File: src/rtl/apb_mc_pkg.sv
// Shared types for the multi-slave APB master: FSM states, response status
// encoding and a width helper.
package apb_mc_pkg;

  typedef enum logic [1:0] {S_IDLE, S_SETUP, S_ACCESS} state_e;

  typedef enum logic [1:0] {ST_OK, ST_SLVERR, ST_DECERR, ST_TIMEOUT} rsp_st_e;

  // ceil(log2(n)), never below 1 so single-entry selects still get a bit
  function automatic int clog2_min1(input int n);
    int r;
    r = 0;
    while ((1 << r) < n) r++;
    return (r < 1) ? 1 : r;
  endfunction

endpackage

File: src/rtl/apb_mc_decode.sv
// Slave-index to one-hot select decode, plus the per-slave return mux.
module apb_mc_decode #(
  parameter int DATA_W     = 32,
  parameter int NUM_SLAVES = 4,
  parameter int SEL_W      = 2
) (
  input  logic [SEL_W-1:0]             dec_idx_i,
  output logic [NUM_SLAVES-1:0]        psel_o,
  output logic                         oor_o,
  input  logic [SEL_W-1:0]             mux_idx_i,
  input  logic [NUM_SLAVES*DATA_W-1:0] prdata_i,
  input  logic [NUM_SLAVES-1:0]        pready_i,
  input  logic [NUM_SLAVES-1:0]        pslverr_i,
  output logic [DATA_W-1:0]            rdata_o,
  output logic                         ready_o,
  output logic                         err_o
);

  // Compare-per-slave so an index past NUM_SLAVES never slices off the bus.
  always_comb begin
    psel_o  = '0;
    oor_o   = 1'b1;
    rdata_o = '0;
    ready_o = 1'b0;
    err_o   = 1'b0;
    for (int i = 0; i < NUM_SLAVES; i++) begin
      if (dec_idx_i == SEL_W'(i)) begin
        psel_o[i] = 1'b1;
        oor_o     = 1'b0;
      end
      if (mux_idx_i == SEL_W'(i)) begin
        rdata_o = prdata_i[i*DATA_W +: DATA_W];
        ready_o = pready_i[i];
        err_o   = pslverr_i[i];
      end
    end
  end

endmodule

File: src/rtl/apb_master_mc.sv
// Multi-slave APB master: valid/ready command in, SETUP/ACCESS on the bus,
// one response pulse per command with slave/decode/timeout status.
module apb_master_mc #(
  parameter int ADDR_W     = 32,
  parameter int DATA_W     = 32,
  parameter int NUM_SLAVES = 4,
  parameter int TIMEOUT    = 256
) (
  input  logic                         pclk,
  input  logic                         preset,
  input  logic                         cmd_valid,
  output logic                         cmd_ready,
  input  logic                         cmd_write,
  input  logic [ADDR_W-1:0]            cmd_addr,
  input  logic [DATA_W-1:0]            cmd_wdata,
  input  logic [DATA_W/8-1:0]          cmd_strb,
  output logic                         rsp_valid,
  output logic [DATA_W-1:0]            rsp_rdata,
  output logic                         rsp_err,
  output logic                         rsp_timeout,
  output logic [NUM_SLAVES-1:0]        psel,
  output logic                         penable,
  output logic                         pwrite,
  output logic [ADDR_W-1:0]            paddr,
  output logic [DATA_W-1:0]            pwdata,
  output logic [DATA_W/8-1:0]          pstrb,
  input  logic [NUM_SLAVES*DATA_W-1:0] prdata,
  input  logic [NUM_SLAVES-1:0]        pready,
  input  logic [NUM_SLAVES-1:0]        pslverr
);
  import apb_mc_pkg::*;

  localparam int SEL_W  = clog2_min1(NUM_SLAVES);
  localparam int STRB_W = DATA_W / 8;
  localparam int CNT_W  = clog2_min1(TIMEOUT + 1);

  state_e                state_q;
  rsp_st_e               rsp_st_q;
  logic                  rdy_q, dec_pend_q, rsp_valid_q;
  logic [SEL_W-1:0]      idx_q;
  logic [CNT_W-1:0]      cnt_q;
  logic [NUM_SLAVES-1:0] psel_q;
  logic                  penable_q, pwrite_q;
  logic [ADDR_W-1:0]     paddr_q;
  logic [DATA_W-1:0]     pwdata_q, rsp_rdata_q;
  logic [STRB_W-1:0]     pstrb_q;

  logic [NUM_SLAVES-1:0] dec_onehot;
  logic                  dec_oor, sel_ready, sel_err;
  logic [DATA_W-1:0]     sel_rdata;
  logic                  done, tmo, accept;

  apb_mc_decode #(.DATA_W(DATA_W), .NUM_SLAVES(NUM_SLAVES), .SEL_W(SEL_W)) u_dec (
    .dec_idx_i (cmd_addr[ADDR_W-1 -: SEL_W]),
    .psel_o    (dec_onehot),
    .oor_o     (dec_oor),
    .mux_idx_i (idx_q),
    .prdata_i  (prdata),
    .pready_i  (pready),
    .pslverr_i (pslverr),
    .rdata_o   (sel_rdata),
    .ready_o   (sel_ready),
    .err_o     (sel_err)
  );

  assign done   = (state_q == S_ACCESS) && sel_ready;
  assign tmo    = (TIMEOUT != 0) && (state_q == S_ACCESS) && !sel_ready &&
                  (cnt_q == CNT_W'(TIMEOUT - 1));
  // A decode error accepted on a completion edge is reported one cycle late,
  // so hold off new commands until that pulse has gone out.
  assign cmd_ready = rdy_q && !dec_pend_q && ((state_q == S_IDLE) || done);
  assign accept    = cmd_valid && cmd_ready;

  always_ff @(posedge pclk or negedge preset) begin
    if (!preset) begin
      state_q     <= S_IDLE;
      rsp_st_q    <= ST_OK;
      rdy_q       <= 1'b0;
      dec_pend_q  <= 1'b0;
      rsp_valid_q <= 1'b0;
      rsp_rdata_q <= '0;
      idx_q       <= '0;
      cnt_q       <= '0;
      psel_q      <= '0;
      penable_q   <= 1'b0;
      pwrite_q    <= 1'b0;
      paddr_q     <= '0;
      pwdata_q    <= '0;
      pstrb_q     <= '0;
    end else begin
      rdy_q       <= 1'b1;
      rsp_valid_q <= 1'b0;
      rsp_rdata_q <= '0;
      rsp_st_q    <= ST_OK;
      dec_pend_q  <= 1'b0;
      if (dec_pend_q) begin
        rsp_valid_q <= 1'b1;
        rsp_st_q    <= ST_DECERR;
      end
      case (state_q)
        S_IDLE: ;
        S_SETUP: begin
          penable_q <= 1'b1;
          state_q   <= S_ACCESS;
        end
        S_ACCESS: begin
          if (sel_ready) begin
            rsp_valid_q <= 1'b1;
            rsp_st_q    <= sel_err ? ST_SLVERR : ST_OK;
            rsp_rdata_q <= (!pwrite_q && !sel_err) ? sel_rdata : '0;
            cnt_q       <= '0;
            psel_q      <= '0;
            penable_q   <= 1'b0;
            state_q     <= S_IDLE;
          end else if (tmo) begin
            rsp_valid_q <= 1'b1;
            rsp_st_q    <= ST_TIMEOUT;
            cnt_q       <= '0;
            psel_q      <= '0;
            penable_q   <= 1'b0;
            state_q     <= S_IDLE;
          end else begin
            cnt_q <= cnt_q + CNT_W'(1);
          end
        end
        default: state_q <= S_IDLE;
      endcase
      if (accept) begin
        pwrite_q <= cmd_write;
        paddr_q  <= cmd_addr;
        pwdata_q <= cmd_wdata;
        pstrb_q  <= cmd_write ? cmd_strb : '0;
        if (dec_oor) begin
          if (state_q == S_IDLE) begin
            rsp_valid_q <= 1'b1;
            rsp_st_q    <= ST_DECERR;
          end else begin
            dec_pend_q <= 1'b1;
          end
        end else begin
          idx_q   <= cmd_addr[ADDR_W-1 -: SEL_W];
          psel_q  <= dec_onehot;
          state_q <= S_SETUP;
        end
      end
    end
  end

  assign psel        = psel_q;
  assign penable     = penable_q;
  assign pwrite      = pwrite_q;
  assign paddr       = paddr_q;
  assign pwdata      = pwdata_q;
  assign pstrb       = pstrb_q;
  assign rsp_valid   = rsp_valid_q;
  assign rsp_rdata   = rsp_rdata_q;
  assign rsp_err     = (rsp_st_q != ST_OK);
  assign rsp_timeout = (rsp_st_q == ST_TIMEOUT);

endmodule

File: config.mk
export PLATFORM = sky130hd
export DESIGN_NAME = apb_master_mc
export DESIGN_NICKNAME = d
export VERILOG_FILES = /design/src/rtl/apb_mc_pkg.sv /design/src/rtl/apb_mc_decode.sv /design/src/rtl/apb_master_mc.sv
export SDC_FILE = /design/constraint.sdc
export NUM_CORES = 1
export LEC_CHECK = 0
export ABC_CLOCK_PERIOD_IN_PS = 1800
export BUFFER_PORTS_ARGS = -buffer_cell sky130_fd_sc_hd__buf_2
export CAP_MARGIN = 10
export CORE_AREA = 2 2 124 126
export CTS_BUF_LIST = sky130_fd_sc_hd__clkbuf_4 sky130_fd_sc_hd__clkbuf_8
export CTS_CLUSTER_DIAMETER = 40
export DETAILED_ROUTE_END_ITERATION = 16
export DIE_AREA = 0 0 126 128
export GPL_TIMING_DRIVEN = 1
export HOLD_SLACK_MARGIN = 0.06
export PLACE_DENSITY = 0.82
export SYNTH_ARGS = -nofsm -noshare
export SYNTH_HDL_FRONTEND = slang
export SYNTH_SLANG_ARGS = --single-unit
File: constraint.sdc
create_clock -name pclk -period 1.8 [get_ports pclk]
set_clock_uncertainty 0.15 [all_clocks]
set_input_delay 0.27 -clock pclk [delete_from_list [all_inputs] [get_ports pclk]]
set_output_delay 0.27 -clock pclk [all_outputs]
set_load 0.01 [all_outputs]
==> metrics, run 1 <==
total number of nets in the final design approximately 1200; Worst Setup SP state_q[0]$_DFF_PN0_; half-perimeter wire length of the detailed placement result ~13000 um; clock tree from TritonCTS done; via total after detailed routing around 6000; final wirelength 23700 um; overall track demand over capacity in global routing 25.9%; level count of the clock H-tree 4; time the final worst path needs with I/O delays and setup 2.05 ns; top-level I/O count 318; Setup-failing EPs final 117; kind of critical path flop to flop; Routed Antenna Nets 0; number of cells on the worst hold path 3; clock latency on the worst-skew pair 0.44 ns; Static Leak 5.25 nW; largest net degree at the start of global routing 47; routed wire length on met2 approximately 13000 um; power density over the cells 944 nW/um^2; buffer depth of the longest clock path 2; detailed-routing iteration count for the pre-antenna-repair pass 5; largest area contributor in the synthesized netlist sky130_fd_sc_hd__dfrtp_1; sink of the worst hold path rsp_rdata[28]$_DFF_PN0_; highest signal layer in the routed design met4; Tcrit/Tclk final 114%; cell count after synthesis 508; x dimension of the die between 100 and 150 um; synthesized net count between 700 and 800; final global-route overflow total 0; effective utilization at floorplan 38.0%; global-route wire length before repair 31700 um; post-synth design cell area 5650 um^2; number of antenna violations at the first check in global routing 1; count of distinct cell types in the synthesized netlist 47; cells traversed along the worst timing path nor4bb_2, buf_4, o221ai_4, buf_12, buf_8, buf_12, buf_8, a31o_4; failing checks negative setup slack; CTS sink count ~120; gate family responsible for the most delay along the worst path buffers and inverters; unrepaired setup endpoints after global routing true; Worst setup SP type flop; layout cells sized above 1 63.3%; Hold Violations, Final 0; number of global-route vias before repair 5995; peak fanout along the critical path 6; crit path DAT 2.23 ns; Critical Path RT 1.98 ns; top post-synthesis cells by area sky130_fd_sc_hd__dfrtp_1 (55%), sky130_fd_sc_hd__nand2_1 (14%), sky130_fd_sc_hd__mux4_2 (14%), sky130_fd_sc_hd__nor2b_2 (3.1%), sky130_fd_sc_hd__nor2b_4 (2.4%); row count 45; area added between synthesis and finish 79.9%; input/output buffers 317; post-synthesis sequential element count 124; number of buffers created by CTS 17; status finished, violations left; Worst Hold Slack 0.111 ns; Routed met3 length 1890 um; max-cap violation count 0; internal reg-to-reg setup slack -0.25 ns; wire per inst 20.4 um; share of the core filled with cells 68.4%; worst r2r src state_q[0]$_DFF_PN0_; final count of pins violating max slew 0; clock tree root driver cell sky130_fd_sc_hd__clkbuf_8; count of unresolved DRC violations after routing 0; core outline area ~15000 um^2; last weighted congestion value of the routability-driven placer 0.819; syn avg cell area 11.1 um^2; origin of the worst min-delay path prdata[28]; Vias per Instance 5.19; floorplan die height 128 um; largest incremental delay on the critical path 0.41 ns; area share of the leading cell type in the synthesized netlist 55.0%; yosys synthesis warning count 0; Levels on crit path 8; clock slew at reported path FFs 0.07 ns; number of buffers and inverters on the critical path 5; total power after layout 9.59 mW; class of the worst hold path primary input to flop; Critical Path Sink Type flop; worst-case vdd ir drop about 0.00077 V; violation count after the first detailed-routing iteration 359; sequential cell area fraction in the yosys report 55.0%; wire length on met1 between 7000 and 8000 um; die area 16100 um^2; crit path max-delay cell type sky130_fd_sc_hd__dfrtp_1; Final Worst Setup Slack -0.251 ns; number of cell instances on the worst register-to-register path 8; Max Fclk 0.488 GHz; fillcell total 994
[routing by layer]
| metal | GRT usage [%] | vias up |
|---|---|---|
| met3 | 8.81 | 87 |
| met4 | 12.9 | 0 |
| met1 | 26.9 | 2954 |
| met2 | 46.8 | 388 |
| met5 | 0 | - |
| li1 | - | 2601 |
[state kept, by name, summed over array words and instances, names as in the netlist, named ones only]
register,flops
cnt_q,9
dec_pend_q,1
idx_q,2
paddr,32
penable,1
pstrb,4
pwdata,32
pwrite,1
rdy_q,1
rsp_rdata,32
rsp_st_q,2
rsp_valid,1
state_q,2
[cell usage after synthesis (all sizes together)]
cell type / count
or2: 1
o211ai: 1
o221ai: 1
mux2: 2
and4: 1
nor4b: 2
o31ai: 1
nor2: 3
a41oi: 1
buf: 19
mux4: 34
a21oi: 3
o21bai: 1
o21a: 3
o21ai: 14
nand4b: 1
nor3b: 2
a221o: 1
conb: 2
a31o: 4
dfrtp: 124
nand3: 1
nor3: 6
and2b: 1
and3: 1
nor2b: 33
nand2b: 5
xnor2: 1
inv: 2
nand2: 217
nor4bb: 1
or3: 2
ha: 1
and2: 1
nand4: 2
o22ai: 1
a31oi: 1
clkbuf: 11
[through the flow]
stage	instances	area (um^2)	TNS, ns	setup WS (ns)
after detailed placement	1013	7690	-4.93	-0.101
after global placement	1013	7690	-1.57	-0.0598
after global routing	1161	10200	-24.12	-0.289
after floorplan	508	5680	-1.86	-0.0687
after CTS	1145	9440	-15.50	-0.214
final	1162	10200	-19.23	-0.251
[placed cells by master (no fill, tap or decap), drive strengths merged, types with 2 or more instances in the layout]
cell         Yosys  final
a21oi            3      3
a31o             4      4
clkbuf          11     27
or3              2      2
diode            0      2
mux4            34     34
dlygate4sd3      0     74
clkinv           0      5
bufinv           0      4
conb             2      2
mux2             2      2
nor3b            2      2
o21ai           14     14
nor2             3      3
o21a             3      3
nand2          217    217
buf             19    380
nand2b           5      5
nor4b            2      2
nor3             6      6
nor2b           33     33
nand4            2      2
clkinvlp         0      2
inv              2      3
dfrtp          124    124
[cell type report]
type,instances,area (um^2),area share [%]
Clock inverter,11,168,1.65
Inverter,2,15.0,0.148
Clock buffer,21,270,2.66
Timing Repair inverter,1,16.3,0.160
Timing Repair Buffer,461,3420,33.6
Antenna cell,2,5.00,0.0493
Sequential cell,124,3100,30.6
Tap cell,188,235,2.31
Multi-Input combinational cell,352,2930,28.8
[what timing repair did]
| item | CTS | global route |
|---|---|---|
| hold endpoints to repair | 195 | 0 |
| endpoints found under the setup margin | 99 | 120 |
| setup buffers | 16 | 11 |
| hold buffers | 74 | 0 |
| cloned | 10 | 9 |
| pin swaps | 6 | 92 |
| gates resized for setup | 46 | 158 |
[cells by family (layout without fill, tap and decap cells)]
logic type / Yosys count / after routing / share of synthesized area (%)
buf+inv: 32 / 496 / 3.04
xor+xnor: 1 / 1 / 0.155
compound gates: 32 / 32 / 3.63
other cells: 2 / 4 / 0.133
mux: 36 / 36 / 14.0
fa+ha+maj: 1 / 1 / 0.222
simple gates: 280 / 280 / 23.9
flops: 124 / 124 / 55.0
[where the power goes]
| group | switching, mW | internal [mW] |
|---|---|---|
| clock | 1.14 | 1.59 |
| sequential | 0.426 | 3.25 |
| combinational | 1.48 | 1.71 |
| total | 3.05 | 6.54 |
[worst max path at each step]
stage	end	slack (ns)
global placement	rsp_rdata[27]$_DFF_PN0_	-0.06
CTS	rsp_rdata[31]$_DFF_PN0_	-0.21
floorplan	rsp_rdata[11]$_DFF_PN0_	-0.07
finish	flop	-0.25
detailed placement	rsp_rdata[5]$_DFF_PN0_	-0.10
global route	flop	-0.29
[worst register-to-register path, stage by stage (launching register included)]
cell and delay [ns]:
sky130_fd_sc_hd__dfrtp_1 0.41, sky130_fd_sc_hd__nor4bb_2 0.35, sky130_fd_sc_hd__buf_4 0.18, sky130_fd_sc_hd__o221ai_4 0.10
sky130_fd_sc_hd__buf_12 0.16, sky130_fd_sc_hd__buf_8 0.13, sky130_fd_sc_hd__buf_12 0.14, sky130_fd_sc_hd__buf_8 0.12
sky130_fd_sc_hd__a31o_4 0.20
(Power assumes the default switching activity.)
==> run 2: changes to the inputs <==
- SKIP_CTS_REPAIR_TIMING: not set -> 1
==> run 2 against run 1 <==
  * The flow still finishes with violations (negative setup slack)
  * Total power decreased by 4.7%
  * Largest cell class unchanged
  * Critical path type is now flop to output pin
  * Maximum frequency is 2.3% higher
  * Flip-flop and latch count unchanged
  * Largest power group unchanged
==> metrics, run 2 (synthesis results as in run 1) <==
number of antenna violations at the first check in global routing 2; failing checks negative setup slack; count of unresolved DRC violations after routing 0; Psw 2.80 mW; wire per inst 18.9 um; part of the power in registers 39.2%; GRT busiest layer met2; cells traversed along the worst timing path mux2_4, o22ai_2, nor4b_2, buf_2; clock tree from TritonCTS done; Critical Path RT 1.38 ns; violation count after the first detailed-routing iteration 307; core outline area 14900 um^2; number of buffers and inverters on the critical path 1; Post-Place Cell Area between 7000 and 8000 um^2; Vias per Instance 5.08; level count of the clock H-tree 4; GR Layer Usage met2 37.7%; power density over the cells approximately 960 nW/um^2; Internal Pwr Total 6.35 mW; input/output buffers 317; most frequent standard cell in the layout excluding fill and tap cells sky130_fd_sc_hd__buf_2; number of buffers created by CTS 17; half-perimeter wire length of the detailed placement result 13000 um; overall track demand over capacity in global routing 20.8%; crit path DAT 1.58 ns; number of global-route vias before repair 5044; combined flip-flop and latch cell area between 3000 and 4000 um^2; unrepaired setup endpoints after global routing true; met1 track utilization from global routing 22.6%; clock slew at reported path FFs 0.08 ns; detailed-routing iteration count for the pre-antenna-repair pass 5; fillcell total 1093; final wirelength approximately 22000 um; x dimension of the die 126 um; gate family responsible for the most delay along the worst path flip-flops; class of the worst hold path primary input to flop; Tcrit/Tclk final 111%; Final Worst Setup Slack -0.205 ns; final count of pins violating max slew 0; largest net degree at the start of global routing 47; buffer depth of the longest clock path 2; time the final worst path needs with I/O delays and setup 2.00 ns; peak fanout along the critical path 5; worst-case vdd ir drop approximately 0.00058 V; final global-route overflow total 0; kind of critical path flop to output pin; clock tree root driver cell sky130_fd_sc_hd__clkbuf_8; internal reg-to-reg setup slack -0.20 ns; switching share of power 30.6%; top-level I/O count about 320; crit path max-delay cell type sky130_fd_sc_hd__dfrtp_2; last weighted congestion value of the routability-driven placer 0.819; layout cells sized above 1 a little over half; M3 GR Usage 7.55%; largest incremental delay on the critical path between 0.4 and 0.5 ns; Non-Filler Cell Area, Final 9530 um^2; status finished, violations left; Static Leak 5.02 nW; most used cells in the layout excluding fill and tap cells sky130_fd_sc_hd__buf_2 (316), sky130_fd_sc_hd__nand2_1 (208), sky130_fd_sc_hd__dfrtp_1 (123), sky130_fd_sc_hd__dlygate4sd3_1 (74), sky130_fd_sc_hd__mux4_2 (34); CTS sink count 124; max-cap violation count 0; multi-input logic area 2530 um^2; Critical Path Sink Type output pin; effective utilization at floorplan 38.0%; row count 45; floorplan die height around 130 um; Setup-failing EPs final 112; total number of nets in the final design 1155; clock power share about 30%; Max Fclk 0.499 GHz; Logic pwr share 31.2%; final sum of negative setup slack -16.49 ns; via total after detailed routing 5832; Worst setup SP type flop; area added between synthesis and finish 68.7%; Hold Violations, Final 0; die area ~16000 um^2; clock latency on the worst-skew pair around 0.44 ns; global-route wire length before repair 25700 um; Routed Antenna Nets 0
## run 2: cell count changes in the layout (fill, tap and decap cells not counted), moves of 5 or more
cell,change
sky130_fd_sc_hd__buf_12,-5
sky130_fd_sc_hd__nand2_4,-25
sky130_fd_sc_hd__clkbuf_16,+6
sky130_fd_sc_hd__buf_16,-6
sky130_fd_sc_hd__nand2_1,+93
sky130_fd_sc_hd__nand2_2,-68
sky130_fd_sc_hd__buf_8,-6
## run 2: layout make-up
| class | count | share of cell area (%) |
|---|---|---|
| Tap cell | 188 | 2.47 |
| Timing Repair Buffer | 449 | 33.5 |
| Clock buffer | 21 | 2.84 |
| Clock inverter | 11 | 1.76 |
| Inverter | 2 | 0.210 |
| Multi-Input combinational cell | 352 | 26.6 |
| Antenna cell | 2 | 0.0525 |
| Sequential cell | 124 | 32.6 |
## run 2: power by group through the flow
stage	clock network (mW)	logic [mW]	registers (mW)
floorplan	0	1.17	3.74
global placement	0	2.40	3.57
detailed placement	0	2.47	3.59
CTS	2.76	2.47	3.55
global route	2.90	3.08	3.63
finish	2.70	2.86	3.59
## run 2: tightest hold or removal path, stage by stage
cell and delay [ns]:
sky130_fd_sc_hd__buf_2 0.07, sky130_fd_sc_hd__mux4_2 0.21, sky130_fd_sc_hd__nor2b_2 0.11
## run 2: worst paths after layout
kind / cells after the start / endpoint / startpoint
worst max register to register: 7 / flop / idx_q[0]$_DFFE_PN0P_
min in group asynchronous: 2 / rsp_rdata[19]$_DFF_PN0_ / preset
worst min register to register: 2 / pwdata[10]$_DFFE_PN0P_ / pwdata[10]$_DFFE_PN0P_
max in group asynchronous: 3 / paddr[17]$_DFFE_PN0P_ / preset
worst max-delay path: 4 / cmd_ready / idx_q[0]$_DFFE_PN0P_
worst min-delay path: 3 / rsp_rdata[28]$_DFF_PN0_ / prdata[92]
## run 2: per-stage QoR
step	total power, mW	utilization, %	cells	setup WS, ns	hold slack (ns)
after floorplan	4.91	-	508	-0.0687	-0.176
after global placement	5.97	51.8	1013	-0.0598	0.0502
after detailed placement	6.05	51.8	1013	-0.101	0.0473
after CTS	8.77	54.7	1045	-0.389	-0.441
after global routing	9.61	64.1	1149	-0.279	0.102
final	9.15	64.1	1149	-0.205	0.114
## run 2: layer usage
metal	wire length, um	vias up	share of wire, %
met2	11700	371	54
met4	948	0	4.4
li1	-	2572	-
met3	1810	87	8.3
met1	7310	2802	34
met5	0	-	0
==> run 3: changes to the inputs <==
- CTS_CLUSTER_DIAMETER: 40 -> 30
- TNS_END_PERCENT: not set -> 50
==> run 3 against run 2 <==
  * The run still ends with negative setup slack left
  * Sequential share of layout area grew 0.12 points
  * Count of clock-buffer cells in the layout is the same
  * Total power shrank 0.15%
  * Flip-flop and latch count is the same
  * Wire length shrank 6.4%
  * Sequential power is essentially flat
  * Critical path depth grew 3
  * First-iteration DRC count shrank 31%
  * Register-to-register slack lost 0.03 ns
  * Largest cell class unchanged
  * Highest routed layer unchanged
==> metrics, run 3 (synthesis results as in run 1) <==
status finished, violations left; failing checks negative setup slack; class of the worst hold path primary input to flop; Vias per Instance 4.94; crit path DAT 2.20 ns; worst-case vdd ir drop 0.000633 V; Final Worst Setup Slack -0.237 ns; top-level I/O count 318; count of unresolved DRC violations after routing 0; x dimension of the die 126 um; clock tree root driver cell sky130_fd_sc_hd__clkbuf_8; power density over the cells 962 nW/um^2; final global-route overflow total 0; overall track demand over capacity in global routing 20.3%; row count between 40 and 50; core outline area approximately 15000 um^2; time the final worst path needs with I/O delays and setup 2.04 ns; peak fanout along the critical path 8; via total after detailed routing 5672; Critical Path Sink Type flop; internal reg-to-reg setup slack -0.24 ns; Routed Antenna Nets 0; die area 16100 um^2; CTS sink count 124; largest incremental delay on the critical path 0.47 ns; number of diodes added for antenna fixing 0; share of the core filled with cells 63.9%; Tcrit/Tclk final 113%; Hold Violations, Final 0; global-route wire length before repair 25200 um; effective utilization at floorplan 38.0%; Setup-failing EPs final 117; detailed-routing iteration count for the pre-antenna-repair pass 7; most frequent standard cell in the layout excluding fill and tap cells sky130_fd_sc_hd__buf_2; final wirelength 20400 um; input/output buffers 317; floorplan die height ~130 um; clock tree from TritonCTS done; crit path max-delay cell type sky130_fd_sc_hd__dfrtp_2; half-perimeter wire length of the detailed placement result 12900 um; clock slew at reported path FFs approximately 0.07 ns; buffer depth of the longest clock path 2; number of antenna violations at the first check in global routing 0; level count of the clock H-tree 4; area added between synthesis and finish 68.2%; unrepaired setup endpoints after global routing true; Static Leak 5.00 nW; most used cells in the layout excluding fill and tap cells sky130_fd_sc_hd__buf_2 (316), sky130_fd_sc_hd__nand2_1 (189), sky130_fd_sc_hd__dfrtp_1 (122), sky130_fd_sc_hd__dlygate4sd3_1 (74), sky130_fd_sc_hd__mux4_2 (34); cells traversed along the worst timing path mux2_4, buf_4, o221ai_4, buf_6, buf_12, nor3b_1, a31o_2; total number of nets in the final design 1157; max-cap violation count 0; number of cells on the worst hold path 3; number of cell instances on the worst register-to-register path 7; final sum of negative setup slack -17.73 ns; clock latency on the worst-skew pair 0.42 ns; violation count after the first detailed-routing iteration 211; number of buffers created by CTS 17; Critical Path RT around 2.0 ns; Max Fclk 0.491 GHz; number of global-route vias before repair about 5200; last weighted congestion value of the routability-driven placer between 0.8 and 0.9; final count of pins violating max slew 0; wire per inst roughly 18 um; largest net degree at the start of global routing 67; kind of critical path flop to flop; Worst setup SP type flop; layout cells sized above 1 54.9%
-- run 3: per-layer routing --
layer | track usage (%) | vias to the layer above | part of all wire, %
met5 | 0 | - | 0
met4 | 8.14 | 0 | 4.0
met3 | 6.09 | 60 | 6.9
met2 | 37.1 | 291 | 55
met1 | 22.0 | 2749 | 34
li1 | - | 2572 | -
-- run 3: cell type report --
type	count	area, um^2
multi-input combinational	352	2560
clock buffer	21	289
inverter	2	12.5
clock inverter	10	163
tap	188	235
sequential	124	3110
timing repair buffer	451	3130
fill	1080	5370
-- run 3: where the power goes --
part           internal [mW]  switching, mW
combinational           1.50           1.32
clock                   1.65           1.09
sequential              3.25          0.325
total                   6.40           2.73
-- run 3: critical path: cells and delay by family, from the launching register on --
| kind | cells | cell delay [ns] |
|---|---|---|
| DFF | 1 | 0.47 |
| buffers and inverters | 3 | 0.47 |
| AOI/OAI and AO/OA | 2 | 0.43 |
| muxes | 1 | 0.34 |
| and+or+nand+nor | 1 | 0.06 |
-- run 3: stage by stage --
stage / total power [mW] / std cells / instance area (um^2) / setup slack (ns) / hold WS (ns)
finish: 9.13 / 1148 / 9500 / -0.237 / 0.129
global route: 9.61 / 1148 / 9500 / -0.315 / 0.108
CTS: 8.79 / 1053 / 8180 / -0.381 / -0.326
detailed placement: 6.02 / 1022 / 7730 / -0.135 / 0.147
global placement: 5.94 / 1022 / 7730 / -0.0886 / 0.146
floorplan: 4.91 / 508 / 5670 / -0.0687 / -0.176
-- run 3: worst paths after layout --
kind                                  startpoint                       to
max reg2reg                 idx_q[0]$_DFFE_PN0P_                     flop
min in group asynchronous                 preset  rsp_rdata[11]$_DFF_PN0_
min                                   prdata[25]  rsp_rdata[25]$_DFF_PN0_
max                         idx_q[0]$_DFFE_PN0P_                     flop
max in group asynchronous                 preset    paddr[16]$_DFFE_PN0P_
min reg2reg                paddr[12]$_DFFE_PN0P_    paddr[12]$_DFFE_PN0P_
